<file path="config.mk">
export PLATFORM = sky130hd
export DESIGN_NAME = io_responder
export DESIGN_NICKNAME = d
export VERILOG_FILES = /design/src/rtl/cisc_pkg.sv /design/src/rtl/io_responder_byte_fifo.sv /design/src/rtl/io_responder.sv
export SDC_FILE = /design/constraint.sdc
export NUM_CORES = 1
export LEC_CHECK = 0
export CAP_MARGIN = 40
export CELL_PAD_IN_SITES_DETAIL_PLACEMENT = 1
export CELL_PAD_IN_SITES_GLOBAL_PLACEMENT = 2
export CORE_MARGIN = 8
export CORE_UTILIZATION = 25
export DETAILED_ROUTE_END_ITERATION = 8
export GPL_TIMING_DRIVEN = 0
export PLACE_DENSITY = 0.61
export SLEW_MARGIN = 20
export SYNTH_ARGS = -nofsm -noshare
export SYNTH_HDL_FRONTEND = slang
export SYNTH_SLANG_ARGS = --single-unit
</file>
<file path="constraint.sdc">
create_clock -name clk -period 4.05 [get_ports clk]
set_clock_uncertainty 0.1 [all_clocks]
set_input_delay 0.6075 -clock clk [delete_from_list [all_inputs] [get_ports clk]]
set_output_delay 0.6075 -clock clk [all_outputs]
set_load 0.05 [all_outputs]
</file>
<file path="src/rtl/cisc_pkg.sv">
// Shared encodings for the CPU-side IO responder: bus commands, register
// offsets, STATUS/CTRL bit positions and the STATUS packing helper.
package cisc_pkg;

  typedef enum logic [1:0] {
    MCMD_IDLE  = 2'b00,
    MCMD_READ  = 2'b01,
    MCMD_WRITE = 2'b10,
    MCMD_RSVD  = 2'b11
  } mcmd_e;

  typedef enum logic [1:0] {
    REG_DATA   = 2'd0,
    REG_STATUS = 2'd1,
    REG_CTRL   = 2'd2,
    REG_COUNT  = 2'd3
  } reg_off_e;

  localparam int ST_TX_FULL  = 0;
  localparam int ST_TX_EMPTY = 1;
  localparam int ST_RX_EMPTY = 2;
  localparam int ST_RX_FULL  = 3;
  localparam int ST_RX_OVR   = 4;
  localparam int ST_TX_OVF   = 5;

  localparam int CTRL_CLR_BIT   = 0;
  localparam int CTRL_RX_EN_BIT = 1;

  function automatic logic [7:0] pack_status(
    input logic tx_ovf,
    input logic rx_ovr,
    input logic rx_full,
    input logic rx_empty,
    input logic tx_empty,
    input logic tx_full
  );
    logic [7:0] v;
    v              = 8'h00;
    v[ST_TX_OVF]   = tx_ovf;
    v[ST_RX_OVR]   = rx_ovr;
    v[ST_RX_FULL]  = rx_full;
    v[ST_RX_EMPTY] = rx_empty;
    v[ST_TX_EMPTY] = tx_empty;
    v[ST_TX_FULL]  = tx_full;
    return v;
  endfunction

endpackage

</file>
<file path="src/rtl/io_responder_byte_fifo.sv">
// Byte-wide FIFO with registered count; the head is read combinationally
// from storage so the consumer sees it in the same cycle it becomes valid.
module byte_fifo #(
  parameter int DEPTH = 4
) (
  input  logic       clk,
  input  logic       reset,
  input  logic       push,
  input  logic       pop,
  input  logic [7:0] din,
  output logic [7:0] head,
  output logic       full,
  output logic       empty,
  output logic [3:0] count
);

  localparam int PW = $clog2(DEPTH);

  logic [7:0]    r_mem [DEPTH];
  logic [PW-1:0] r_wr_ptr;
  logic [PW-1:0] r_rd_ptr;
  logic [3:0]    r_count;
  logic          w_push;
  logic          w_pop;

  function automatic logic [PW-1:0] ptr_inc(input logic [PW-1:0] p);
    return (p == PW'(DEPTH - 1)) ? {PW{1'b0}} : p + PW'(1);
  endfunction

  assign full  = (r_count == 4'(DEPTH));
  assign empty = (r_count == 4'd0);
  assign count = r_count;
  assign head  = r_mem[r_rd_ptr];

  // A push into a full FIFO is accepted only when the head leaves on the same edge.
  assign w_pop  = pop && !empty;
  assign w_push = push && (!full || w_pop);

  // Storage, pointers and occupancy.
  always_ff @(posedge clk or negedge reset) begin
    if (!reset) begin
      for (int i = 0; i < DEPTH; i++) begin
        r_mem[i] <= 8'h00;
      end
      r_wr_ptr <= {PW{1'b0}};
      r_rd_ptr <= {PW{1'b0}};
      r_count  <= 4'd0;
    end else begin
      if (w_push) begin
        r_mem[r_wr_ptr] <= din;
        r_wr_ptr        <= ptr_inc(r_wr_ptr);
      end
      if (w_pop) begin
        r_rd_ptr <= ptr_inc(r_rd_ptr);
      end
      case ({w_push, w_pop})
        2'b10:   r_count <= r_count + 4'd1;
        2'b01:   r_count <= r_count - 4'd1;
        default: r_count <= r_count;
      endcase
    end
  end

endmodule

</file>
<file path="src/rtl/io_responder.sv">
// Memory-mapped 4-register window bridging a CPU bus to a transmit and a
// receive byte FIFO, with sticky overflow flags and a receive enable.
module io_responder
  import cisc_pkg::*;
#(
  parameter logic [7:0] BASE  = 8'hF0,
  parameter int         DEPTH = 4
) (
  input  logic       clk,
  input  logic       reset,
  input  logic [7:0] eab,
  input  logic [7:0] edb,
  input  logic [1:0] mcmd,
  output logic [7:0] dout,
  output logic       hit,
  output logic [7:0] tx_data,
  output logic       tx_valid,
  input  logic       tx_ready,
  input  logic [7:0] rx_data,
  input  logic       rx_valid
);

  reg_off_e   w_off;
  logic       w_hit;
  logic       w_rd;
  logic       w_wr;
  logic       w_ctrl_wr;
  logic       w_tx_push;
  logic       w_tx_pop;
  logic       w_rx_push;
  logic       w_rx_pop;
  logic       w_tx_full;
  logic       w_tx_empty;
  logic       w_rx_full;
  logic       w_rx_empty;
  logic [3:0] w_tx_count;
  logic [3:0] w_rx_count;
  logic [7:0] w_rx_head;
  logic [7:0] w_status;
  logic [7:0] w_rd_mux;
  logic       w_tx_ovf_set;
  logic       w_rx_ovr_set;

  logic [7:0] r_dout;
  logic       r_tx_ovf;
  logic       r_rx_ovr;
  logic       r_rx_en;

  assign w_off = reg_off_e'(eab[1:0]);
  assign w_hit = (eab[7:2] == BASE[7:2]) &&
                 ((mcmd == MCMD_READ) || (mcmd == MCMD_WRITE));
  assign w_rd  = w_hit && (mcmd == MCMD_READ);
  assign w_wr  = w_hit && (mcmd == MCMD_WRITE);

  assign w_ctrl_wr = w_wr && (w_off == REG_CTRL);
  assign w_tx_push = w_wr && (w_off == REG_DATA);
  assign w_tx_pop  = !w_tx_empty && tx_ready;
  assign w_rx_push = rx_valid && r_rx_en;
  assign w_rx_pop  = w_rd && (w_off == REG_DATA) && !w_rx_empty;

  assign w_tx_ovf_set = w_tx_push && w_tx_full && !w_tx_pop;
  assign w_rx_ovr_set = w_rx_push && w_rx_full && !w_rx_pop;

  assign w_status = pack_status(r_tx_ovf, r_rx_ovr, w_rx_full,
                                w_rx_empty, w_tx_empty, w_tx_full);

  byte_fifo #(.DEPTH(DEPTH)) u_tx_fifo (
    .clk   (clk),
    .reset (reset),
    .push  (w_tx_push),
    .pop   (w_tx_pop),
    .din   (edb),
    .head  (tx_data),
    .full  (w_tx_full),
    .empty (w_tx_empty),
    .count (w_tx_count)
  );

  byte_fifo #(.DEPTH(DEPTH)) u_rx_fifo (
    .clk   (clk),
    .reset (reset),
    .push  (w_rx_push),
    .pop   (w_rx_pop),
    .din   (rx_data),
    .head  (w_rx_head),
    .full  (w_rx_full),
    .empty (w_rx_empty),
    .count (w_rx_count)
  );

  // Read-data selection; an empty RX returns zero rather than stale storage.
  always_comb begin
    w_rd_mux = 8'h00;
    case (w_off)
      REG_DATA: begin
        if (w_rx_empty) w_rd_mux = 8'h00;
        else            w_rd_mux = w_rx_head;
      end
      REG_STATUS: w_rd_mux = w_status;
      REG_CTRL:   w_rd_mux = {6'b000000, r_rx_en, 1'b0};
      REG_COUNT:  w_rd_mux = {w_rx_count, w_tx_count};
      default:    w_rd_mux = 8'h00;
    endcase
  end

  // Sticky flags (a set on the same edge as a clear wins), rx enable and read data.
  always_ff @(posedge clk or negedge reset) begin
    if (!reset) begin
      r_tx_ovf <= 1'b0;
      r_rx_ovr <= 1'b0;
      r_rx_en  <= 1'b1;
      r_dout   <= 8'h00;
    end else begin
      if (w_tx_ovf_set)                         r_tx_ovf <= 1'b1;
      else if (w_ctrl_wr && edb[CTRL_CLR_BIT])  r_tx_ovf <= 1'b0;
      else                                      r_tx_ovf <= r_tx_ovf;
      if (w_rx_ovr_set)                         r_rx_ovr <= 1'b1;
      else if (w_ctrl_wr && edb[CTRL_CLR_BIT])  r_rx_ovr <= 1'b0;
      else                                      r_rx_ovr <= r_rx_ovr;
      if (w_ctrl_wr) r_rx_en <= edb[CTRL_RX_EN_BIT];
      else           r_rx_en <= r_rx_en;
      if (w_rd) r_dout <= w_rd_mux;
      else      r_dout <= r_dout;
    end
  end

  assign hit      = w_hit;
  assign dout     = r_dout;
  assign tx_valid = !w_tx_empty;

endmodule

</file>
==> reports/qor.yml, run 1 <==
run_status:
  outcome: "completed"
yosys:
  postSynthNetCount: 389
  synth-seq-area-share_pct: 50.9
  number_of_instances_in_the_synthesized_netlist: 339
  synth_largest_type_area_fraction_pct: 50.3
  synth-edff-count: 0
  yosys_warnings: 0
  yosys-top-cells-count: "sky130_fd_sc_hd__dfrtp_1 (90), sky130_fd_sc_hd__mux2_2 (36), sky130_fd_sc_hd__a22o_1 (32)"
  post_synth_design_cell_area_um2: 4470
  count_of_state_elements_after_synthesis: 91
  ys_types: 45
  dominantRegCellSynth: "sky130_fd_sc_hd__dfrtp_1"
  yosys-top-cells-area: "sky130_fd_sc_hd__dfrtp_1 (50%), sky130_fd_sc_hd__mux2_2 (9.1%), sky130_fd_sc_hd__mux4_2 (8.1%), sky130_fd_sc_hd__a22o_1 (6.3%), sky130_fd_sc_hd__ha_1 (5.0%)"
  postSynthAreaPerCell_um2: 13.2
  async_reset_ff_share_pct: 100
  synth.most_common_cell: "sky130_fd_sc_hd__dfrtp_1"
  yosys.area.top_type: "sky130_fd_sc_hd__dfrtp_1"
final_layout:
  final_core_util_pct: 31.9
  area_growth_pct: 26.6
  insertedDiodeCount: 0
  num-nets-final: 452
  filler_cell_count: 1935
  final_layout_size_suffix_gt1_share_pct: 23.3
  final_cells: 636
timing:
  timing.final.crit_period_ns: 3.60
  finalCritPeriodShare_pct: 88.8
  final_max_slew_viol_count: 0
  max_slew.worst_pin.slew_ns: 0.748
  grt_setup_unrepaired: "false"
  report.final.setup_viol: 0
  relSlewSlack_pct: 49.9
  max_clock_freq_mhz: 278
  hold_violations: 0
setup_path:
  cp_max_fo: 10
  critical_path_launch_point_type: "primary input"
  worstRegToRegCells: 12
  timing.setup.critical_path_class: "primary input to register"
  crit_path_end_kind: "register"
  critPathArrivalTime_ns: 3.73
  timing.critical_path.required_ns: 4.18
power:
  pwr-share-comb_pct: 19.4
  internal_power_w: 0.00187
  part_of_the_total_power_dissipated_in_sequential_elements_pct: 40.0
  power_switching_w: 0.000733
  power_per_cell_area_nw_per_um2: 460
  power_switching_share_pct: 28.2
  clockPowerShare_pct: 40.6
  leakagePower_nw: 2.60
  irDropWorstVdd_uv: 200
floorplan:
  std_cell_rows: 49
  initial_core_util_pct: 25.2
  dieArea_um2: 22400
  core_area_um2: 17800
  top_level_ports: 48
  die-height_um: 150
  die_width_um: 150
grt:
  wire_length_of_the_first_global_routing_pass_um: 19100
  grt-ovfl-total: 0
  initial_antenna_violation_count: 0
  grt.total_usage_pct: 11.1
  grt_max_degree: 47
  grt_pass1_vias: 3384
clock_network:
  post_cts_buffers: 0
  clock-root-buffer: "sky130_fd_sc_hd__clkbuf_16"
  cts_inserted_buffers: 9
  clk-insertion-delay-late_ns: 0.34
  tritoncts: "yes"
  cts.htree.levels: 3
  clock_pin_slew_reported_for_the_worst_setup_and_hold_paths_after_clock_tree_synthesis_ns: 0.07
  clock_sink_count: 91
  clockBufferDepth: 2
  cts_hold_repair.buffers: 0
  cts.repair.resized: 0
place:
  port_buffers: 47
  detailed_place_hpwl_um: 8310
  gp_routability_congestion: 0.718
  post-place-cells: 616
detailed_routing:
  route.antenna.remaining_nets: 0
  route.detailed.wl_per_inst_um: 18.4
  post-route-drc-count: 0
  drt-vias-per-instance: 4.75
  detailroute.via_count: 3018
  drt_pass1_iterations: 4
  drt-total-wl_um: 11700
  drt_iter0_markers: 162
flow_run:
  max_cap_viol_count: 0
hold_path:
  min-delay-path-class: "primary input to async pin"
-- metrics by stage --
stage / hold WS [ns] / setup TNS [ns] / area (um^2) / setup WS (ns) / power [W]
floorplan: 0.212 / 0 / 4470 / 1.04 / 0.00137
global placement: 0.368 / -112.21 / 5230 / -1.25 / 0.00155
detailed placement: 0.381 / 0 / 5260 / 0.0650 / 0.00157
CTS: 0.0979 / 0 / 5630 / 0.432 / 0.00264
global route: 0.115 / 0 / 5670 / 0.230 / 0.00274
finish: 0.0876 / 0 / 5670 / 0.452 / 0.00260
-- path summary, 6_finish.rpt --
kind | startpoint | to | slack, ns
max reg2reg | r_rx_en | u_rx_fifo.count[3] | 0.91
max in group asynchronous | reset | r_rx_en | 3.13
min | reset | u_tx_fifo.count[0] | 0.09
max | mcmd[0] | u_rx_fifo.count[3] | 0.45
min reg2reg | dout[3] | dout[3] | 0.39
min in group clk | dout[3] | dout[3] | 0.39
-- cell usage in the layout, fill, tap and decap left out, types with 3 or more instances in the layout --
| cell type | count |
|---|---|
| sky130_fd_sc_hd__nor3_1 | 3 |
| sky130_fd_sc_hd__ha_1 | 18 |
| sky130_fd_sc_hd__inv_6 | 3 |
| sky130_fd_sc_hd__xnor2_1 | 4 |
| sky130_fd_sc_hd__a22oi_1 | 5 |
| sky130_fd_sc_hd__mux2_2 | 36 |
| sky130_fd_sc_hd__clkbuf_16 | 9 |
| sky130_fd_sc_hd__xor2_1 | 4 |
| sky130_fd_sc_hd__and2_1 | 8 |
| sky130_fd_sc_hd__nor3b_2 | 5 |
| sky130_fd_sc_hd__a21oi_1 | 5 |
| sky130_fd_sc_hd__bufinv_16 | 4 |
| sky130_fd_sc_hd__nor2_1 | 5 |
| sky130_fd_sc_hd__dfrtp_1 | 90 |
| sky130_fd_sc_hd__buf_4 | 5 |
| sky130_fd_sc_hd__o21ai_0 | 17 |
| sky130_fd_sc_hd__a21o_1 | 5 |
| sky130_fd_sc_hd__nand2_1 | 28 |
| sky130_fd_sc_hd__mux4_2 | 16 |
| sky130_fd_sc_hd__clkdlybuf4s50_1 | 46 |
| sky130_fd_sc_hd__inv_1 | 16 |
| sky130_fd_sc_hd__clkbuf_1 | 8 |
| sky130_fd_sc_hd__a22o_1 | 32 |
| sky130_fd_sc_hd__nand2_4 | 4 |
-- sequential cells by signal (all words and copies together) (netlist names) --
name	flops
dout	8
r_rx_en	1
r_rx_ovr	1
r_tx_ovf	1
u_rx_fifo.count	4
u_rx_fifo.r_mem	32
u_rx_fifo.r_rd_ptr	2
u_rx_fifo.r_wr_ptr	2
u_tx_fifo.count	4
u_tx_fifo.r_mem	32
u_tx_fifo.r_rd_ptr	2
u_tx_fifo.r_wr_ptr	2
-- metal layers --
metal  GRT usage [%]  wire length (um)
met4            3.20               162
met3            3.11               487
met2            18.8              5950
met5               0                 0
met1            13.5              5100
-- worst max-delay path, stage by stage --
cell                              delay, ns
sky130_fd_sc_hd__clkdlybuf4s50_1       0.49
sky130_fd_sc_hd__inv_1                 0.05
sky130_fd_sc_hd__ha_1                  0.29
sky130_fd_sc_hd__nand4b_2              0.40
sky130_fd_sc_hd__o21ai_4               0.39
sky130_fd_sc_hd__buf_8                 0.21
sky130_fd_sc_hd__inv_1                 0.08
sky130_fd_sc_hd__ha_1                  0.23
sky130_fd_sc_hd__ha_1                  0.28
sky130_fd_sc_hd__a21o_1                0.18
sky130_fd_sc_hd__a21oi_1               0.17
sky130_fd_sc_hd__xnor2_1               0.15
sky130_fd_sc_hd__nor2_1                0.07
sky130_fd_sc_hd__xor2_1                0.14
-- cell type report --
type,count,area [um^2],area share (%)
flip-flops and latches,91,2280,40.2
multi-input cells,219,2070,36.5
repair buffers,52,533,9.41
well taps,229,287,5.06
clock buffers,9,225,3.98
clock inverters,7,146,2.58
plain buffers,13,68.8,1.21
inverters,16,60.1,1.06
-- cells by family (layout without fill, tap and decap cells) --
group | Yosys count | in the layout | share of synthesized area, %
buf+inv | 29 | 97 | 2.88
xor+xnor | 8 | 8 | 1.57
fa+ha+maj | 20 | 20 | 5.93
simple gates | 66 | 66 | 9.12
mux | 54 | 54 | 17.6
flops | 91 | 91 | 50.9
compound gates | 71 | 71 | 12.0
-- power by group through the flow --
| stage | clock [W] | combinational, W | sequential [W] |
|---|---|---|---|
| floorplan | 0 | 0.000332 | 0.00104 |
| global placement | 0 | 0.000490 | 0.00106 |
| CTS | 0.00109 | 0.000512 | 0.00104 |
| finish | 0.00106 | 0.000505 | 0.00104 |
| detailed placement | 0 | 0.000510 | 0.00106 |
| global route | 0.00112 | 0.000565 | 0.00105 |
Note: power is estimated with default switching activity, not from simulation.
==> run 2: changes to the inputs <==
--- a/config.mk
+++ b/config.mk
@@ -8,11 +8,12 @@
 export CAP_MARGIN = 40
 export CELL_PAD_IN_SITES_DETAIL_PLACEMENT = 1
 export CELL_PAD_IN_SITES_GLOBAL_PLACEMENT = 2
+export CORE_ASPECT_RATIO = 0.75
 export CORE_MARGIN = 8
 export CORE_UTILIZATION = 25
 export DETAILED_ROUTE_END_ITERATION = 8
 export GPL_TIMING_DRIVEN = 0
-export PLACE_DENSITY = 0.61
+export PLACE_DENSITY = 0.66
 export SLEW_MARGIN = 20
 export SYNTH_ARGS = -nofsm -noshare
 export SYNTH_HDL_FRONTEND = slang
==> run 2 against run 1 <==
  * First-iteration DRC count down 9.3%
  * Total power down 7.9%
  * Critical endpoint unchanged
  * Largest power group is now sequential cells
  * Core utilization about the same
  * Clock power down 19%
  * Worst hold slack worse by 0.056 ns
  * Cell count up 1.9%
  * Non-clock buffer count down 1
  * Setup slack better by 0.064 ns
  * Sequential cell count unchanged
==> reports/qor.yml, run 2 (synthesized netlist as in run 1, its figures left out) <==
floorplan:
  initial_core_util_pct: 25.4  # +0.25 points
  top_level_ports: 48  # unchanged
  core_area_um2: 17600  # -0.99%
  die_width_um: 170  # +14%
  die-height_um: 132  # -12%
  std_cell_rows: 42  # -14%
  dieArea_um2: 22500  # +0.20%
grt:
  grt_max_degree: 64  # +36%
  grt.total_usage_pct: 10.6  # -0.54 points
  grt-ovfl-total: 0  # unchanged
  wire_length_of_the_first_global_routing_pass_um: 18800  # -1.2%
  initial_antenna_violation_count: 0  # unchanged
  grt_pass1_vias: 3352  # -0.95%
place:
  post-place-cells: 630  # +2.3%
  postPlaceCellArea_um2: 5290  # +0.52%
  port_buffers: 47  # unchanged
  detailed_place_hpwl_um: 8240  # -0.83%
  gp_routability_congestion: 0.748  # +4.2%
setup_path:
  critical_path.slowest_cell: "sky130_fd_sc_hd__clkdlybuf4s50_1"
  timing.setup.critical_path_class: "primary input to register"
  critPathArrivalTime_ns: 3.66  # -0.07 ns
  timing.critical_path.required_ns: 4.17  # about the same
  critical_path.cell_chain: "clkdlybuf4s50_1 -> inv_1 -> ha_1 -> nand4b_2 -> o21ai_4 -> buf_8 -> inv_1 -> ha_1 -> ha_1 -> a21o_1 -> a21oi_1 -> xnor2_1 -> nor2_1 -> xor2_1"
  cp_max_fo: 10  # unchanged
  crit_path_end_kind: "register"
  critical_path_launch_point_type: "primary input"
  cp_common_cell: "sky130_fd_sc_hd__ha_1"
  worstRegToRegCells: 12  # unchanged
  cpPeakStageDelay_ns: 0.48  # about the same
clock_network:
  clock_pin_slew_reported_for_the_worst_setup_and_hold_paths_after_clock_tree_synthesis_ns: 0.07  # about the same
  tritoncts: "yes"
  clock_sink_count: 91  # unchanged
  cts.repair.resized: 0  # unchanged
  clock-root-buffer: "sky130_fd_sc_hd__clkbuf_16"
  clk-insertion-delay-late_ns: 0.34  # about the same
  cts_hold_repair.buffers: 0  # unchanged
  cts_inserted_buffers: 9  # unchanged
  cts.htree.levels: 3  # unchanged
  clockBufferDepth: 2  # unchanged
  post_cts_buffers: 0  # unchanged
timing:
  grt_setup_unrepaired: "false"
  hold_violations: 0  # unchanged
  max_clock_freq_mhz: 283  # +1.8%
  setup_total_negative_slack_ns: 0  # unchanged
  final_max_slew_viol_count: 0  # unchanged
  max_slew.worst_pin.slew_ns: 0.805  # +0.0565 ns
  timing.final.crit_period_ns: 3.53  # -0.0637 ns
  report.final.setup_viol: 0  # unchanged
  relSlewSlack_pct: 46.1  # -3.8 points
  finalCritPeriodShare_pct: 87.3  # -1.6 points
detailed_routing:
  route.detailed.wl_per_inst_um: 17.5  # -4.9%
  drt-total-wl_um: 11300  # -3.1%
  drt_pass1_iterations: 5  # +1
  detailroute.via_count: 2993  # -0.83%
  drt_iter0_markers: 147  # -9.3%
  route.antenna.remaining_nets: 0  # unchanged
  post-route-drc-count: 0  # unchanged
  drt-vias-per-instance: 4.62  # -2.7%
final_layout:
  final_layout_size_suffix_gt1_share_pct: 23.2  # -0.19 points
  area_growth_pct: 25.3
  mostFrequentLayoutCells: "sky130_fd_sc_hd__dfrtp_1 (90), sky130_fd_sc_hd__clkdlybuf4s50_1 (46), sky130_fd_sc_hd__mux2_2 (36)"
  stdcell_area_um2: 5610  # -1.1%
  insertedDiodeCount: 0  # unchanged
  final_cells: 648  # +1.9%
  layout_commonest_cell: "sky130_fd_sc_hd__dfrtp_1"
  num-nets-final: 451  # -0.22%
power:
  leakagePower_nw: 2.55  # -1.6%
  power_per_cell_area_nw_per_um2: 428  # -6.9%
  irDropWorstVdd_uv: 184  # -8.1%
flow_run:
  max_cap_viol_count: 0  # unchanged
run_status:
  outcome: "completed"
hold_path:
  min-delay-path-class: "primary input to async pin"
run 2: layout make-up:
type                    instances  area, um^2
clock inverters                 6        63.8
multi-input cells             219        2070
inverters                      16        60.1
plain buffers                  13        68.8
flip-flops and latches         91        2280
clock buffers                  10         239
repair buffers                 51         526
fillers                      1893       12000
well taps                     242         303
run 2: critical path: cells and delay by family:
| family | cells | cell delay, ns |
|---|---|---|
| fa+ha+maj | 3 | 0.79 |
| buf+inv | 4 | 0.80 |
| simple gates | 2 | 0.43 |
| compound gates | 3 | 0.74 |
| xor+xnor | 2 | 0.28 |
run 2: per-stage QoR:
stage          total power, W  worst slack (ns)  hold slack [ns]  utilization, %
2_1_floorplan         0.00137              1.04            0.212               -
3_3_place_gp          0.00153             -1.21            0.365            29.8
5_1_grt               0.00254             0.299           0.0483            31.8
4_1_cts               0.00244             0.497           0.0379            31.8
6_report              0.00240             0.516           0.0320            31.8
3_5_place_dp          0.00157             0.153            0.379            30.0
run 2: per-layer routing:
metal	global-route usage (%)	wire, um
met4	2.63	117
met2	15.5	4900
met1	15.0	5870
met5	0	0
met3	2.81	458
run 2: path summary, 6_finish.rpt:
| kind | from | to | slack, ns |
|---|---|---|---|
| worst max-delay path | mcmd[0] | u_rx_fifo.count[3] | 0.52 |
| worst min-delay path | reset | dout[6] | 0.03 |
| worst max register to register | r_rx_en | u_rx_fifo.count[3] | 0.93 |
| worst min register to register | dout[0] | dout[0] | 0.39 |
| max in group asynchronous | reset | r_rx_en | 3.19 |
| min in group clk | dout[0] | dout[0] | 0.39 |
run 2: report_power, final:
group / total, W / leakage, nW / switching, W / internal [W]
Combinational: 0.000498 / 1.17 / 0.000277 / 0.000221
Clock: 0.000859 / 0.145 / 0.000364 / 0.000496
Sequential: 0.00104 / 1.24 / 0.0000637 / 0.000977
